===== src/rtl/kernel_stream_tap_buffer.sv =====
// kernel_stream_tap_buffer: shift-register stream buffer presenting one input stream
// at NTAPS fixed delays, with per-tap handshakes, end-of-stream drain and occupancy.
`default_nettype none

module kernel_stream_tap_buffer #(
    parameter int unsigned           STREAMW = 34,
    parameter int unsigned           SIZE    = 24,
    parameter int unsigned           NTAPS   = 2,
    parameter logic [8*NTAPS-1:0]    TAPS    = {8'd24, 8'd1},
    parameter int unsigned           CNTW    = $clog2(SIZE + 1)
) (
    input  logic                     clk_i,
    input  logic                     rst_ni,
    input  logic                     ivalid_i,
    input  logic                     ilast_i,
    input  logic [STREAMW-1:0]       in_i,
    output logic                     iready_o,
    output logic [NTAPS-1:0]         ovalid_o,
    input  logic [NTAPS-1:0]         oready_i,
    output logic [NTAPS-1:0]         olast_o,
    output logic [NTAPS*STREAMW-1:0] out_o,
    output logic [CNTW-1:0]          occupancy_o
);

    localparam logic [7:0]      DMAX   = TAPS[8*(NTAPS-1) +: 8];
    localparam logic [CNTW-1:0] SIZE_C = CNTW'(SIZE);

    typedef enum logic {
        RUN   = 1'b0,
        DRAIN = 1'b1
    } state_e;

    state_e             state_q;
    logic [STREAMW-1:0] bank_q [SIZE];
    logic [SIZE-1:0]    vb_q;
    logic [7:0]         dcnt_q;
    logic [CNTW-1:0]    occ_q;

    logic               shift;
    logic [NTAPS-1:0]   tap_vb;
    logic [NTAPS-1:0]   tap_prev_vb;

    generate
        for (genvar k = 0; k < NTAPS; k++) begin : g_tap
            localparam int unsigned D = int'(TAPS[8*k +: 8]);
            assign tap_vb[k] = vb_q[D-1];
            assign out_o[k*STREAMW +: STREAMW] = bank_q[D-1];
            // The slot behind a delay-1 tap is the input itself, which is empty while draining.
            if (D == 1) begin : g_first
                assign tap_prev_vb[k] = 1'b0;
            end else begin : g_later
                assign tap_prev_vb[k] = vb_q[D-2];
            end
        end
    endgenerate

    always_comb begin
        iready_o = 1'b0;
        ovalid_o = '0;
        olast_o  = '0;
        shift    = 1'b0;
        unique case (state_q)
            RUN: begin
                iready_o = &oready_i;
                ovalid_o = tap_vb & {NTAPS{ivalid_i}};
                shift    = ivalid_i & (&oready_i);
            end
            DRAIN: begin
                ovalid_o = tap_vb;
                olast_o  = tap_vb & ~tap_prev_vb;
                shift    = &(oready_i | ~tap_vb);
            end
            default: ;
        endcase
    end

    always_ff @(posedge clk_i or negedge rst_ni) begin
        if (!rst_ni) begin
            state_q <= RUN;
            vb_q    <= '0;
            dcnt_q  <= '0;
            occ_q   <= '0;
            for (int i = 0; i < int'(SIZE); i++) begin
                bank_q[i] <= '0;
            end
        end else if (shift) begin
            for (int i = int'(SIZE) - 1; i > 0; i--) begin
                bank_q[i] <= bank_q[i-1];
                vb_q[i]   <= vb_q[i-1];
            end
            unique case (state_q)
                RUN: begin
                    bank_q[0] <= in_i;
                    vb_q[0]   <= 1'b1;
                    if (occ_q < SIZE_C) begin
                        occ_q <= occ_q + 1'b1;
                    end
                    if (ilast_i) begin
                        state_q <= DRAIN;
                        dcnt_q  <= '0;
                    end
                end
                DRAIN: begin
                    bank_q[0] <= '0;
                    vb_q[0]   <= 1'b0;
                    if (dcnt_q == DMAX - 8'd1) begin
                        state_q <= RUN;
                        dcnt_q  <= '0;
                        occ_q   <= '0;
                    end else begin
                        dcnt_q <= dcnt_q + 8'd1;
                        if (occ_q != '0) begin
                            occ_q <= occ_q - 1'b1;
                        end
                    end
                end
                default: ;
            endcase
        end
    end

    assign occupancy_o = occ_q;

endmodule

`default_nettype wire


===== config.mk =====
export PLATFORM = sky130hd
export DESIGN_NAME = kernel_stream_tap_buffer
export DESIGN_NICKNAME = d
export VERILOG_FILES = /design/src/rtl/kernel_stream_tap_buffer.sv
export SDC_FILE = /design/constraint.sdc
export NUM_CORES = 2
export LEC_CHECK = 0
export ABC_CLOCK_PERIOD_IN_PS = 2400
export CORE_MARGIN = 4
export CORE_UTILIZATION = 53
export CTS_CLUSTER_DIAMETER = 40
export DETAILED_ROUTE_END_ITERATION = 10
export PLACE_DENSITY = 0.71
export SLEW_MARGIN = 10
export SYNTH_ARGS = -nofsm -noshare
export SYNTH_HDL_FRONTEND = slang
export SYNTH_SLANG_ARGS = --single-unit

===== constraint.sdc =====
create_clock -name clk_i -period 2.4 [get_ports clk_i]
set_clock_uncertainty 0.2 [all_clocks]
set_input_delay 0.36 -clock clk_i [delete_from_list [all_inputs] [get_ports clk_i]]
set_output_delay 0.36 -clock clk_i [all_outputs]
set_load 0.02 [all_outputs]

==> summary.md <==
| Metric | Value |
|---|---|
| Total GRT Usage | between 15 and 20% |
| Top cell type by total area after synthesis | dfrtp_1 |
| Die Wd | approximately 260 microns |
| Nets | 2216 |
| CTS Root Cell | clkbuf_16 |
| Routed Antenna Nets | 0 |
| Final Non-Filler Cells | slightly above 3000 |
| Routed len/inst | around 16 microns |
| Cell family with most CP delay | buffers and inverters |
| Status | complete, no violations |
| Crit-path max cell delay | around 0.64 ns |
| Initial antenna violation count | 0 |
| CTS tree | done |
| Synthesis Warnings | 0 |
| Worst-Skew Late Latency | 0.65 ns |
| I/O pins | 118 |
| WP buf/inv | 1 |
| Count leader, synth | dfrtp_1 |
| DIE AREA | about 66000 sq um |
| Multi-input gate area | ~10000 sq um |
| Initial Util | between 50% and 60% |
| Max_slew headroom | a little over three fifths |
| Final setup vio count | 0 |
| FMAX | ~440 MHz |
| Hold Path Class | input pin to async pin |
| # diodes | 0 |
| Period utilization | between 90 and 100% |
| Layout fillers | approximately 4300 |
| Layout area overhead | 18.3% |
| CP Capture Type | primary output |
| DIE HEIGHT | between 200 and 300 microns |
| Critical Path RT | between 1.5 and 2 ns |
| Max Root-Sink Buffers | 3 |
| Max FO, Critical Path | 6 |
| Netlist cell types | 40 |
| Critical-path top delay cell | clkdlybuf4s50_1 |
| Core box area | between 60000 and 70000 sq um |
| FF+latch count, synth | between 800 and 900 |
| Setup Buffers After CTS | 0 |
| Total grt overflow | 0 |
| Share of layout cells above drive strength 1 | between 40 and 50% |
| Post-synth top flop | dfrtp_1 |
| Clock period minus worst slack | roughly 2.3 ns |
| Vias/cell | between 5 and 6 |
| Slew @ Worst Pin | between 0.5 and 0.6 ns |
| Top-area cell type share of the netlist area | between 60% and 70% |
| Register area share after synthesis | roughly 65% |
| H-tree levels | 3 |
| Clock transition at path regs | roughly 0.060 ns |
| Drt first pass iters | 4 |
| Post-synth EDFFs | 0 |
| Hold_ws | 0.0266 ns |
| Hold Fails Final Rpt | 0 |
| Syn nets | between 2000 and 2500 |
| Max VDD drop | a little over 900 uV |
| Largest net degree at the start of global routing | 90 |
| # port buffers | 117 |
| Clock Sinks | ~850 |
| Max-cap violations | 0 |
| Synth async-reset ratio | between 90% and 100% |
| DRT iter0 DRCs | just over 500 |
| GPL Wtd Cong | 0.736 |
| Leakage Power | 18.7 nW |
| Top cells by count, synth | dfrtp_1, mux2_2, buf_4, nand2_1, o21ai_0 |
| FF/Latch Area | around 21000 sq um |
| Post-Syn Instances | 2027 |
| Pwr Density | 1460 nW/um^2 |
| Cells after DPL | approximately 2800 |
| RSZ-0062 raised after global routing | no |
| Worst setup SP type | flop |
| Synthesized area | 32800 sq um |
| CP cell instances | clkdlybuf4s50_1 |
| CTS buffer count | roughly 110 |
| Post-DP HPWL | 30.5 mm |
| Vias in the first global route | ~17000 |
| First-pass GRT wire length | approximately 85 mm |
| Floorplan row count | 90 |
| Via Count | about 16000 |
| Final wirelength | 47.9 mm |
| Arrival @ worst endpoint | 1.73 ns |
| WS Path Type | flop to primary output |
| Synth Area per Inst | about 16 sq um |
| Synth top area cells | dfrtp_1, mux2_2, buf_4, nand2b_1, o21ai_0 |
| Slew Limit Fails | 0 |
| Residual DRC | 0 |
-- state kept, by name, summed over array words and instances (netlist names) --
signal / cells
bank_q: 748
dcnt_q: 8
occupancy_o: 5
out_o: 68
state_q: 1
vb_q: 24
-- power by group --
| group | internal [W] | switching (W) |
|---|---|---|
| clock | 0.0103 | 0.00640 |
| combinational | 0.0103 | 0.00688 |
| sequential | 0.0200 | 0.00290 |
| total | 0.0406 | 0.0162 |
-- worst paths after layout --
path	start	end	slack (ns)	cells after the start
setup / recovery	occupancy_o[4]	occupancy_o[4]	0.11	1
hold / removal	rst_ni	out_o[63]	0.03	2
setup reg to reg	vb_q[23]	bank_q[762]	0.14	6
hold reg to reg	bank_q[581]	bank_q[547]	0.29	1
max in group asynchronous	rst_ni	bank_q[374]	1.09	3
min in group clk_i	in_i[6]	out_o[6]	0.08	3
-- layout make-up --
| class | count | share of cell area [%] |
|---|---|---|
| clock buffer | 120 | 7.30 |
| timing repair buffer | 208 | 6.06 |
| clock inverter | 87 | 2.72 |
| multi-input combinational | 995 | 26.2 |
| tap | 782 | 2.52 |
| sequential | 854 | 55.1 |
| inverter | 5 | 0.0484 |
-- layout by cell type, fill, tap and decap left out, types with 5 or more instances in the layout --
cell type | netlist | layout
dfrtp_1 | 854 | 854
mux2_2 | 805 | 805
clkbuf_16 | 0 | 109
clkdlybuf4s50_1 | 0 | 109
buf_4 | 148 | 50
nand2_1 | 45 | 45
o21ai_0 | 42 | 41
nand2b_1 | 39 | 39
buf_12 | 0 | 39
clkinvlp_4 | 0 | 25
bufinv_16 | 0 | 15
inv_6 | 0 | 14
clkinv_4 | 0 | 14
clkinv_2 | 0 | 13
nor2_1 | 11 | 11
nand3_1 | 7 | 7
clkbuf_8 | 0 | 6
dlygate4sd2_1 | 0 | 6
inv_1 | 5 | 5
clkbuf_1 | 8 | 5
-- per-layer routing --
| metal | share of wire (%) | global-route usage, % |
|---|---|---|
| met5 | 0 | 0 |
| met3 | 3.3 | 3.36 |
| met4 | 2.3 | 4.46 |
| met1 | 46 | 20.6 |
| met2 | 48 | 24.6 |
-- stage by stage --
stage	area, sq um	power [W]	setup slack (ns)	TNS, ns	util, %
after floorplan	32800	0.0364	0.211	0	-
after global placement	34900	0.0396	-0.216	-134.34	57.4
after detailed placement	34900	0.0405	-0.251	-151.64	57.4
after CTS	38800	0.0576	0.0159	0	63.8
after global routing	38800	0.0601	0.00556	0	63.8
final	38800	0.0567	0.111	0	63.8
-- logic make-up (layout without fill, tap and decap cells) --
logic type               count (synthesis)  after routing  share of synthesized area [%]
AND/OR/NAND/NOR                        120            120                           1.88
flip-flops                             854            854                           65.2
buffers and inverters                  178            420                           3.80
AO/OA/AOI/OAI                           60             60                           1.17
adder cells (fa/ha/maj)                  3              3                          0.115
XOR/XNOR                                 5              5                          0.134
multiplexers                           807            807                           27.7
-- timing repair --
action	CTS	global route
hold buffers	1	0
setup endpoints to repair	6	3
pin swaps	0	0
endpoints found under the hold margin	507	0
gates resized for setup	6	2
Power figures use the tool's default switching activity.
